--- src/rtl/accumulator_control_fsm.sv ---
// Fetch/decode/execute sequencer for the 16-bit accumulator machine.
// Owns PC/IR/MBR/ACC, drives single-port memory and the shared ALU as Moore decodes of state.
module accumulator_control_fsm #(
    parameter logic [15:0] RESET_PC = 16'h0000,
    parameter int          IMM_W    = 12
) (
    input  logic        clk,
    input  logic        reset,
    input  logic        run,
    output logic [15:0] mem_addr,
    output logic [15:0] mem_wdata,
    output logic        mem_we,
    input  logic [15:0] mem_rdata,
    output logic [3:0]  alu_op,
    output logic [15:0] alu_a,
    output logic [15:0] alu_b,
    input  logic [15:0] alu_result,
    output logic [15:0] acc,
    output logic [15:0] pc,
    output logic [15:0] ir,
    output logic        halted,
    output logic        illegal,
    output logic [2:0]  o_state
);

    typedef enum logic [2:0] {
        S_FETCH        = 3'd0,
        S_FETCH_WAIT   = 3'd1,
        S_DECODE       = 3'd2,
        S_OPERAND_WAIT = 3'd3,
        S_EXECUTE      = 3'd4,
        S_HALTED       = 3'd5
    } state_t;

    localparam logic [3:0] OP_HALT  = 4'h0;
    localparam logic [3:0] OP_LOAD  = 4'h1;
    localparam logic [3:0] OP_STORE = 4'h2;
    localparam logic [3:0] OP_ADD   = 4'h3;
    localparam logic [3:0] OP_SUB   = 4'h4;
    localparam logic [3:0] OP_AND   = 4'h5;
    localparam logic [3:0] OP_OR    = 4'h6;
    localparam logic [3:0] OP_XOR   = 4'h7;
    localparam logic [3:0] OP_JUMP  = 4'h8;
    localparam logic [3:0] OP_JZ    = 4'h9;
    localparam logic [3:0] OP_LOADI = 4'hA;
    localparam logic [3:0] OP_SHL   = 4'hB;
    localparam logic [3:0] OP_SHR   = 4'hC;

    state_t      r_state, w_state_nxt;
    logic [15:0] r_pc, r_acc, r_ir, r_mbr;
    logic        r_halted, r_illegal;
    logic [15:0] w_pc_nxt, w_acc_nxt, w_ir_nxt, w_mbr_nxt;
    logic        w_halted_nxt, w_illegal_nxt;
    logic [3:0]  w_opcode;
    logic [15:0] w_imm;
    logic [3:0]  w_alu_code;

    assign w_opcode = r_ir[15:12];
    assign w_imm    = {{(16-IMM_W){1'b0}}, r_ir[IMM_W-1:0]};

    // Instruction opcode to shared-ALU function code.
    always_comb begin
        w_alu_code = 4'b0000;
        case (w_opcode)
            OP_SUB:  w_alu_code = 4'b0001;
            OP_SHL:  w_alu_code = 4'b0100;
            OP_SHR:  w_alu_code = 4'b0101;
            OP_AND:  w_alu_code = 4'b1000;
            OP_OR:   w_alu_code = 4'b1001;
            OP_XOR:  w_alu_code = 4'b1010;
            default: w_alu_code = 4'b0000;
        endcase
    end

    always_ff @(posedge clk or posedge reset) begin
        if (reset) begin
            r_state   <= S_FETCH;
            r_pc      <= RESET_PC;
            r_acc     <= 16'h0000;
            r_ir      <= 16'h0000;
            r_mbr     <= 16'h0000;
            r_halted  <= 1'b0;
            r_illegal <= 1'b0;
        end else begin
            r_state   <= w_state_nxt;
            r_pc      <= w_pc_nxt;
            r_acc     <= w_acc_nxt;
            r_ir      <= w_ir_nxt;
            r_mbr     <= w_mbr_nxt;
            r_halted  <= w_halted_nxt;
            r_illegal <= w_illegal_nxt;
        end
    end

    always_comb begin
        w_state_nxt   = r_state;
        w_pc_nxt      = r_pc;
        w_acc_nxt     = r_acc;
        w_ir_nxt      = r_ir;
        w_mbr_nxt     = r_mbr;
        w_halted_nxt  = r_halted;
        w_illegal_nxt = r_illegal;
        mem_addr      = r_pc;
        mem_wdata     = r_acc;
        mem_we        = 1'b0;
        alu_op        = 4'b0000;
        alu_a         = r_acc;
        alu_b         = r_mbr;
        case (r_state)
            S_FETCH: begin
                if (run) w_state_nxt = S_FETCH_WAIT;
            end
            S_FETCH_WAIT: begin
                w_ir_nxt    = mem_rdata;
                w_pc_nxt    = r_pc + 16'd1;
                w_state_nxt = S_DECODE;
            end
            S_DECODE: begin
                w_state_nxt = S_FETCH;
                case (w_opcode)
                    OP_HALT: begin
                        w_halted_nxt = 1'b1;
                        w_state_nxt  = S_HALTED;
                    end
                    OP_LOAD, OP_ADD, OP_SUB, OP_AND, OP_OR, OP_XOR: begin
                        mem_addr    = w_imm;
                        w_state_nxt = S_OPERAND_WAIT;
                    end
                    OP_STORE: begin
                        mem_addr = w_imm;
                        mem_we   = 1'b1;
                    end
                    OP_JUMP:  w_pc_nxt = w_imm;
                    OP_JZ:    if (r_acc == 16'h0000) w_pc_nxt = w_imm;
                    OP_LOADI: w_acc_nxt = w_imm;
                    OP_SHL, OP_SHR: begin
                        alu_op    = w_alu_code;
                        w_acc_nxt = alu_result;
                    end
                    default: begin
                        w_halted_nxt  = 1'b1;
                        w_illegal_nxt = 1'b1;
                        w_state_nxt   = S_HALTED;
                    end
                endcase
            end
            S_OPERAND_WAIT: begin
                w_mbr_nxt   = mem_rdata;
                w_state_nxt = S_EXECUTE;
            end
            S_EXECUTE: begin
                if (w_opcode == OP_LOAD) begin
                    w_acc_nxt = r_mbr;
                end else begin
                    alu_op    = w_alu_code;
                    w_acc_nxt = alu_result;
                end
                w_state_nxt = S_FETCH;
            end
            S_HALTED: w_state_nxt = S_HALTED;
            default:  w_state_nxt = S_FETCH;
        endcase
    end

    assign acc     = r_acc;
    assign pc      = r_pc;
    assign ir      = r_ir;
    assign halted  = r_halted;
    assign illegal = r_illegal;
    assign o_state = r_state;

endmodule

--- config.mk ---
export PLATFORM = sky130hd
export DESIGN_NAME = accumulator_control_fsm
export DESIGN_NICKNAME = d
export VERILOG_FILES = /design/src/rtl/accumulator_control_fsm.sv
export SDC_FILE = /design/constraint.sdc
export NUM_CORES = 1
export LEC_CHECK = 0
export ABC_AREA = 1
export CAP_MARGIN = 20
export CORE_ASPECT_RATIO = 0.75
export CORE_MARGIN = 3
export CORE_UTILIZATION = 49
export DETAILED_ROUTE_END_ITERATION = 16
export PLACE_DENSITY = 0.87
export SETUP_SLACK_MARGIN = 0.1
export SYNTH_ARGS = -nofsm -noshare
export SYNTH_HDL_FRONTEND = slang
export SYNTH_SLANG_ARGS = --single-unit
--- constraint.sdc ---
create_clock -name clk -period 6.5 [get_ports clk]
set_input_delay 0.975 -clock clk [delete_from_list [all_inputs] [get_ports clk]]
set_output_delay 0.975 -clock clk [all_outputs]
set_load 0.01 [all_outputs]
==> results of run 1 <==
cells in the final DEF, fill, tap and decap left out, drive strengths merged, types with 2 or more instances in the layout:
cell and instances:
nor2 43, clkdlybuf4s50 156, clkinvlp 3, nand4 7, clkinv 2, dfrtp 69, o21ai 84, nand3 80
or2 2, a31oi 3, nand2 187, nor3 3, buf 4, clkbuf 10, a21oi 11, inv 74
layer usage:
layer  vias up  routed length (um)
met2       260                6546
li1       2209                   -
met1      2182                5614
met3        15                1294
met5         -                   0
met4         0                 178
cell families after synthesis:
| group | count (synthesis) | share of synthesized area [%] |
|---|---|---|
| buffers and inverters | 131 | 15.01 |
| adders and majority gates | 1 | 0.2898 |
| AOI/OAI and AO/OA | 101 | 12.38 |
| and+or+nand+nor | 324 | 32.12 |
| xor gates and xnor gates | 1 | 0.2029 |
| DFF | 69 | 40.00 |
cell usage after synthesis (all sizes together):
library cell,number,area (um2)
buf,47,332.8
nor3,3,15.01
xor2,1,8.760
nor2,43,173.9
a31o,1,8.760
nand3,80,405.4
o21ai,84,431.7
inv,74,277.8
nor4,1,6.260
o21a,1,7.510
or2,2,12.51
dfrtp,69,1727
a31oi,3,18.77
ha,1,12.51
a21oi,11,58.81
nand2,187,721.9
clkbuf,10,37.54
nand3b,1,7.510
nand4,7,43.79
o32ai,1,8.760
critical path: cells and delay by family, from the launching register on:
kind                   cells  cell delay (ns)
buffers and inverters      3             1.23
AO/OA/AOI/OAI              2             0.33
flip-flops                 1             0.43
AND/OR/NAND/NOR            3             0.78
report_power, final:
group,switching [mW],internal [mW],total (mW)
combinational,0.849,0.775,1.62
sequential,0.252,0.617,0.870
clock,0.189,0.306,0.495
total,1.29,1.70,2.99
stage by stage:
step	util (%)	total power [mW]
after floorplan	-	1.749
after detailed placement	68.77	2.472
final	72.61	2.989
after global placement	68.77	2.406
after CTS	72.43	2.976
after global routing	72.61	3.199
registers in the layout, indices dropped and copies added, names as in the netlist:
name / cells
acc: 16
alu_b: 16
ir: 16
pc: 16
o_state: 3
halted: 1
illegal: 1
layout make-up:
type | count | area, um2 | area share, %
Timing Repair Buffer | 160 | 1599 | 26.75
Inverter | 74 | 277.8 | 4.646
Clock inverter | 6 | 62.56 | 1.046
Multi-Input combinational cell | 427 | 1942 | 32.48
Clock buffer | 10 | 239.0 | 3.997
Tap cell | 105 | 131.4 | 2.198
Sequential cell | 69 | 1727 | 28.88
worst max path at each step:
stage	startpoint	end	slack, ns
CTS	o_state[2]	mem_addr[9]	2.47
detailed placement	o_state[1]	mem_addr[4]	2.82
finish	o_state[2]	mem_addr[3]	2.43
global route	o_state[2]	mem_addr[4]	2.19
floorplan	reset	acc[0]	3.79
global placement	o_state[2]	mem_addr[10]	3.01
==> results.json, run 1 <==
{
  "path_max_fanout": 28,
  "required_ns": 5.52,
  "fill_cells": 668,
  "drt_iter0_markers": 440,
  "via_count": 4666,
  "cts_resized": 0,
  "tns_ns": 0,
  "wl_per_cell_um": 16.02,
  "rr_startpoint": "ir[14]",
  "tightest_slew_ns": 0.9465,
  "r2r_setup_slack_ns": 4.16,
  "cts.sinks": 69,
  "worstPathArrival_ns": 3.10,
  "final.setup.worst_slack_ns": 2.427,
  "peakVddDrop_v": 0.0003123,
  "grt_pass1_vias": 4347,
  "cts_hold_buf": 0,
  "top_usage_layer": "met2",
  "drv_cap": 0,
  "globalRouteMet2Util_pct": 44.06,
  "rows": 28,
  "rr_endpoint": "acc[6]",
  "start_kind": "flip-flop",
  "synth_cell_types": 31,
  "leakagePower_nw": 2.753,
  "placed_area_um2": 5662,
  "dp_worst_setup_slack_ns": 2.821,
  "cts_buffers": 9,
  "dp.cells": 834,
  "n_antenna_cell": 0,
  "dr.pass1.iters": 6,
  "setup.worst_path.end_class": "primary output",
  "synth.yosys.warnings": 0,
  "hp-class": "reg -> reg",
  "synth_area_um2": 4317,
  "grt_overflow": 0,
  "grt_max_degree": 70,
  "die_w_um": 114.4,
  "cts_setup_buffers": 0,
  "hold_end": "halted",
  "slew_headroom_pct": 36.75,
  "status": "completed",
  "tritoncts": "yes",
  "route.detailed.drc": 0,
  "clock_latency_ns": 0.33,
  "fin_area_um2": 5978,
  "start_util_pct": 52.43,
  "yosys_register_bits": 69,
  "place_congestion": 0.9276,
  "clockBufferDepth": 2,
  "clk_pin_slew_worst_paths_ns": 0.06,
  "crit_path_top_delay_cell": "clkdlybuf4s50_1",
  "hold_slack_ns": 0.4686,
  "finalCriticalPeriod_ns": 4.073,
  "pin_count": 157,
  "grt_setup_unrepaired": "no",
  "final_cells": 851,
  "hold_depth": 2,
  "ys_seq_area_share_pct": 40.00,
  "hold_viol": 0,
  "root_buffer": "clkbuf_16",
  "avgSynthCellArea_um2": 6.885,
  "layout_worst_path_cycle_share_pct": 62.67,
  "core-area_um2": 8233,
  "routed_wl_um": 13640,
  "grt_pass1_wl_um": 21820,
  "viasPerCell": 5.483,
  "num-nets-final": 777,
  "grt_use_met3_pct": 5.972,
  "path_cells": "inv_1 -> nand2_2 -> a21oi_1 -> nand2_1 -> inv_1 -> nand2_1 -> o21ai_0 -> clkdlybuf4s50_1",
  "pwr_density_cell_nw_per_um2": 500.0,
  "max_freq_mhz": 245.5,
  "setup_viol": 0,
  "cts_htree_levels": 3,
  "port_buffers": 156,
  "hp-start": "halted",
  "synthCells": 627,
  "synth_nets": 663,
  "syn2layout_area_growth_pct": 38.49,
  "dieArea_um2": 9984,
  "r2r_cells": 7,
  "max_stage_delay_ns": 0.57,
  "fin_skew_ns": 0.007251,
  "crit_type": "reg -> out",
  "die_h_um": 87.29,
  "track_usage_pct": 27.49,
  "layout-drive-gt1-share_pct": 4.692,
  "use_met1_pct": 37.58,
  "hpwl_um": 10120,
  "finalMaxSlewViolations": 0,
  "antenna_found_initial": 0,
  "final_antenna_net_count": 0
}
(Power assumes the default switching activity.)
==> run 2, diff against run 1 <==
- CORE_UTILIZATION: 49 -> 45
- PLACE_DENSITY: 0.87 -> 0.81
- clock period: 6.5 -> 3.9 ns (I/O delays scaled with it)
==> results.json, run 2 (synthesis gave the netlist of run 1 again) <==
{
  "status": "completed",
  "port_buffers": 156,
  "finalMaxSlewViolations": 0,
  "tritoncts": "yes",
  "path_cells": "inv_1 -> nor2_1 -> nand2_2 -> a21oi_1 -> nand2_1 -> inv_1 -> nand2_1 -> o21ai_0 -> clkdlybuf4s50_1",
  "p_switching_mw": 2.129,
  "start_util_pct": 46.94,
  "routed_wl_um": 13400,
  "crit_type": "reg -> out",
  "use_met1_pct": 33.09,
  "rr_endpoint": "acc[14]",
  "via_count": 4591,
  "layout_common_cells": "nand2_1 (183), clkdlybuf4s50_1 (156), o21ai_0 (83)",
  "syn2layout_area_growth_pct": 38.90,
  "root_buffer": "clkbuf_16",
  "die_h_um": 90.82,
  "cts.sinks": 69,
  "final_common_cell": "nand2_1",
  "clockBufferDepth": 2,
  "r2r_cells": 7,
  "finalPower_mw": 4.912,
  "dr.pass1.iters": 5,
  "antenna_found_initial": 0,
  "clock_power_share_pct": 15.5,
  "grt_setup_unrepaired": "no",
  "slew_headroom_pct": 35.28,
  "peakVddDrop_v": 0.0003976,
  "path_max_fanout": 28,
  "leakagePower_nw": 2.748,
  "worstPathArrival_ns": 2.72,
  "tns_ns": 0,
  "die_w_um": 119.1,
  "layout_worst_path_cycle_share_pct": 84.73,
  "worst-path-buf-inv": 3,
  "core-area_um2": 9196,
  "place_congestion": 0.8860,
  "pwr_density_cell_nw_per_um2": 819.3,
  "final_antenna_net_count": 0,
  "pwr-share-comb_pct": 55.1,
  "start_kind": "flip-flop",
  "route.detailed.drc": 0,
  "n_antenna_cell": 0,
  "wl_per_cell_um": 15.33,
  "setup_viol": 0,
  "layout-drive-gt1-share_pct": 4.692,
  "rows": 30,
  "finalCriticalPeriod_ns": 3.304,
  "pin_count": 157,
  "hp-class": "in -> async",
  "crit_path_top_delay_cell": "clkdlybuf4s50_1",
  "clk_pin_slew_worst_paths_ns": 0.05,
  "tightest_slew_ns": 0.9685,
  "p_int_mw": 2.783,
  "clock_latency_ns": 0.33,
  "cts_htree_levels": 3,
  "grt_overflow": 0,
  "hold_viol": 0,
  "track_usage_pct": 24.55,
  "max_stage_delay_ns": 0.57,
  "cts_buffers": 9,
  "rr_startpoint": "ir[14]",
  "power_frac_seq_pct": 29.4,
  "num-nets-final": 779,
  "r2r_setup_slack_ns": 1.58,
  "setup.worst_path.end_class": "primary output",
  "cts_hold_buf": 0,
  "p_sw_share_pct": 43.34,
  "required_ns": 3.31,
  "hpwl_um": 10130,
  "grt_pass1_wl_um": 21810,
  "cts_setup_buffers": 0,
  "cp-startpoint": "o_state[1]",
  "grt_pass1_vias": 4376,
  "top_usage_layer": "met2",
  "grt_max_degree": 39,
  "cts_resized": 0,
  "viasPerCell": 5.253,
  "cp_top_family": "buffers and inverters",
  "max_freq_mhz": 302.6,
  "drv_cap": 0,
  "fin_skew_ns": 0.006705,
  "drt_iter0_markers": 439,
  "globalRouteMet2Util_pct": 39.59,
  "dieArea_um2": 10820,
  "grt_use_met3_pct": 5.135
}
-- run 2: changes by cell type in the layout (fill, tap and decap cells not counted) --
| cell | delta |
|---|---|
| clkinv_2 | -2 |
| bufinv_16 | -1 |
| clkbuf_8 | +1 |
| buf_4 | +2 |
-- run 2: worst max-delay path by stage --
stage,slack [ns],cells after the start,to
3_3_place_gp,1.10,8,mem_addr[10]
3_5_place_dp,0.99,9,mem_addr[4]
5_1_grt,0.40,9,mem_addr[9]
2_1_floorplan,1.58,1,acc[0]
4_1_cts,0.61,9,mem_addr[9]
6_report,0.60,9,mem_addr[9]
-- run 2: through the flow --
step           hold WS [ns]  instance area (um2)  setup WS [ns]  cells  util, %
2_1_floorplan        0.5007                 4317          1.575    627        -
3_3_place_gp         0.4479                 5705          1.097    859    62.04
3_5_place_dp         0.4578                 5705         0.9898    859    62.04
4_1_cts              0.4338                 5981         0.6119    873    65.03
5_1_grt              0.4558                 5996         0.4012    874    65.20
6_report             0.4423                 5996         0.5956    874    65.20
-- run 2: layer usage --
| layer | share of wire, % | wire length, um | up-vias |
|---|---|---|---|
| met1 | 43 | 5725 | 2115 |
| met3 | 9.0 | 1200 | 27 |
| met5 | 0 | 0 | - |
| met2 | 46 | 6195 | 240 |
| met4 | 2.1 | 276 | 0 |
| li1 | - | - | 2209 |
-- run 2: layout make-up --
type | instances | area [um2]
repair buffers | 162 | 1614
well taps | 128 | 160.2
clock inverters | 3 | 22.52
fillers | 805 | 3201
flip-flops and latches | 69 | 1727
clock buffers | 11 | 252.7
multi-input cells | 427 | 1942
inverters | 74 | 277.8
-- run 2: power groups by stage --
stage | clock network (mW) | registers, mW | logic [mW]
floorplan | 0 | 1.47 | 1.45
detailed placement | 0 | 1.45 | 2.68
finish | 0.760 | 1.44 | 2.71
global route | 0.794 | 1.50 | 2.97
global placement | 0 | 1.43 | 2.59
CTS | 0.770 | 1.44 | 2.70
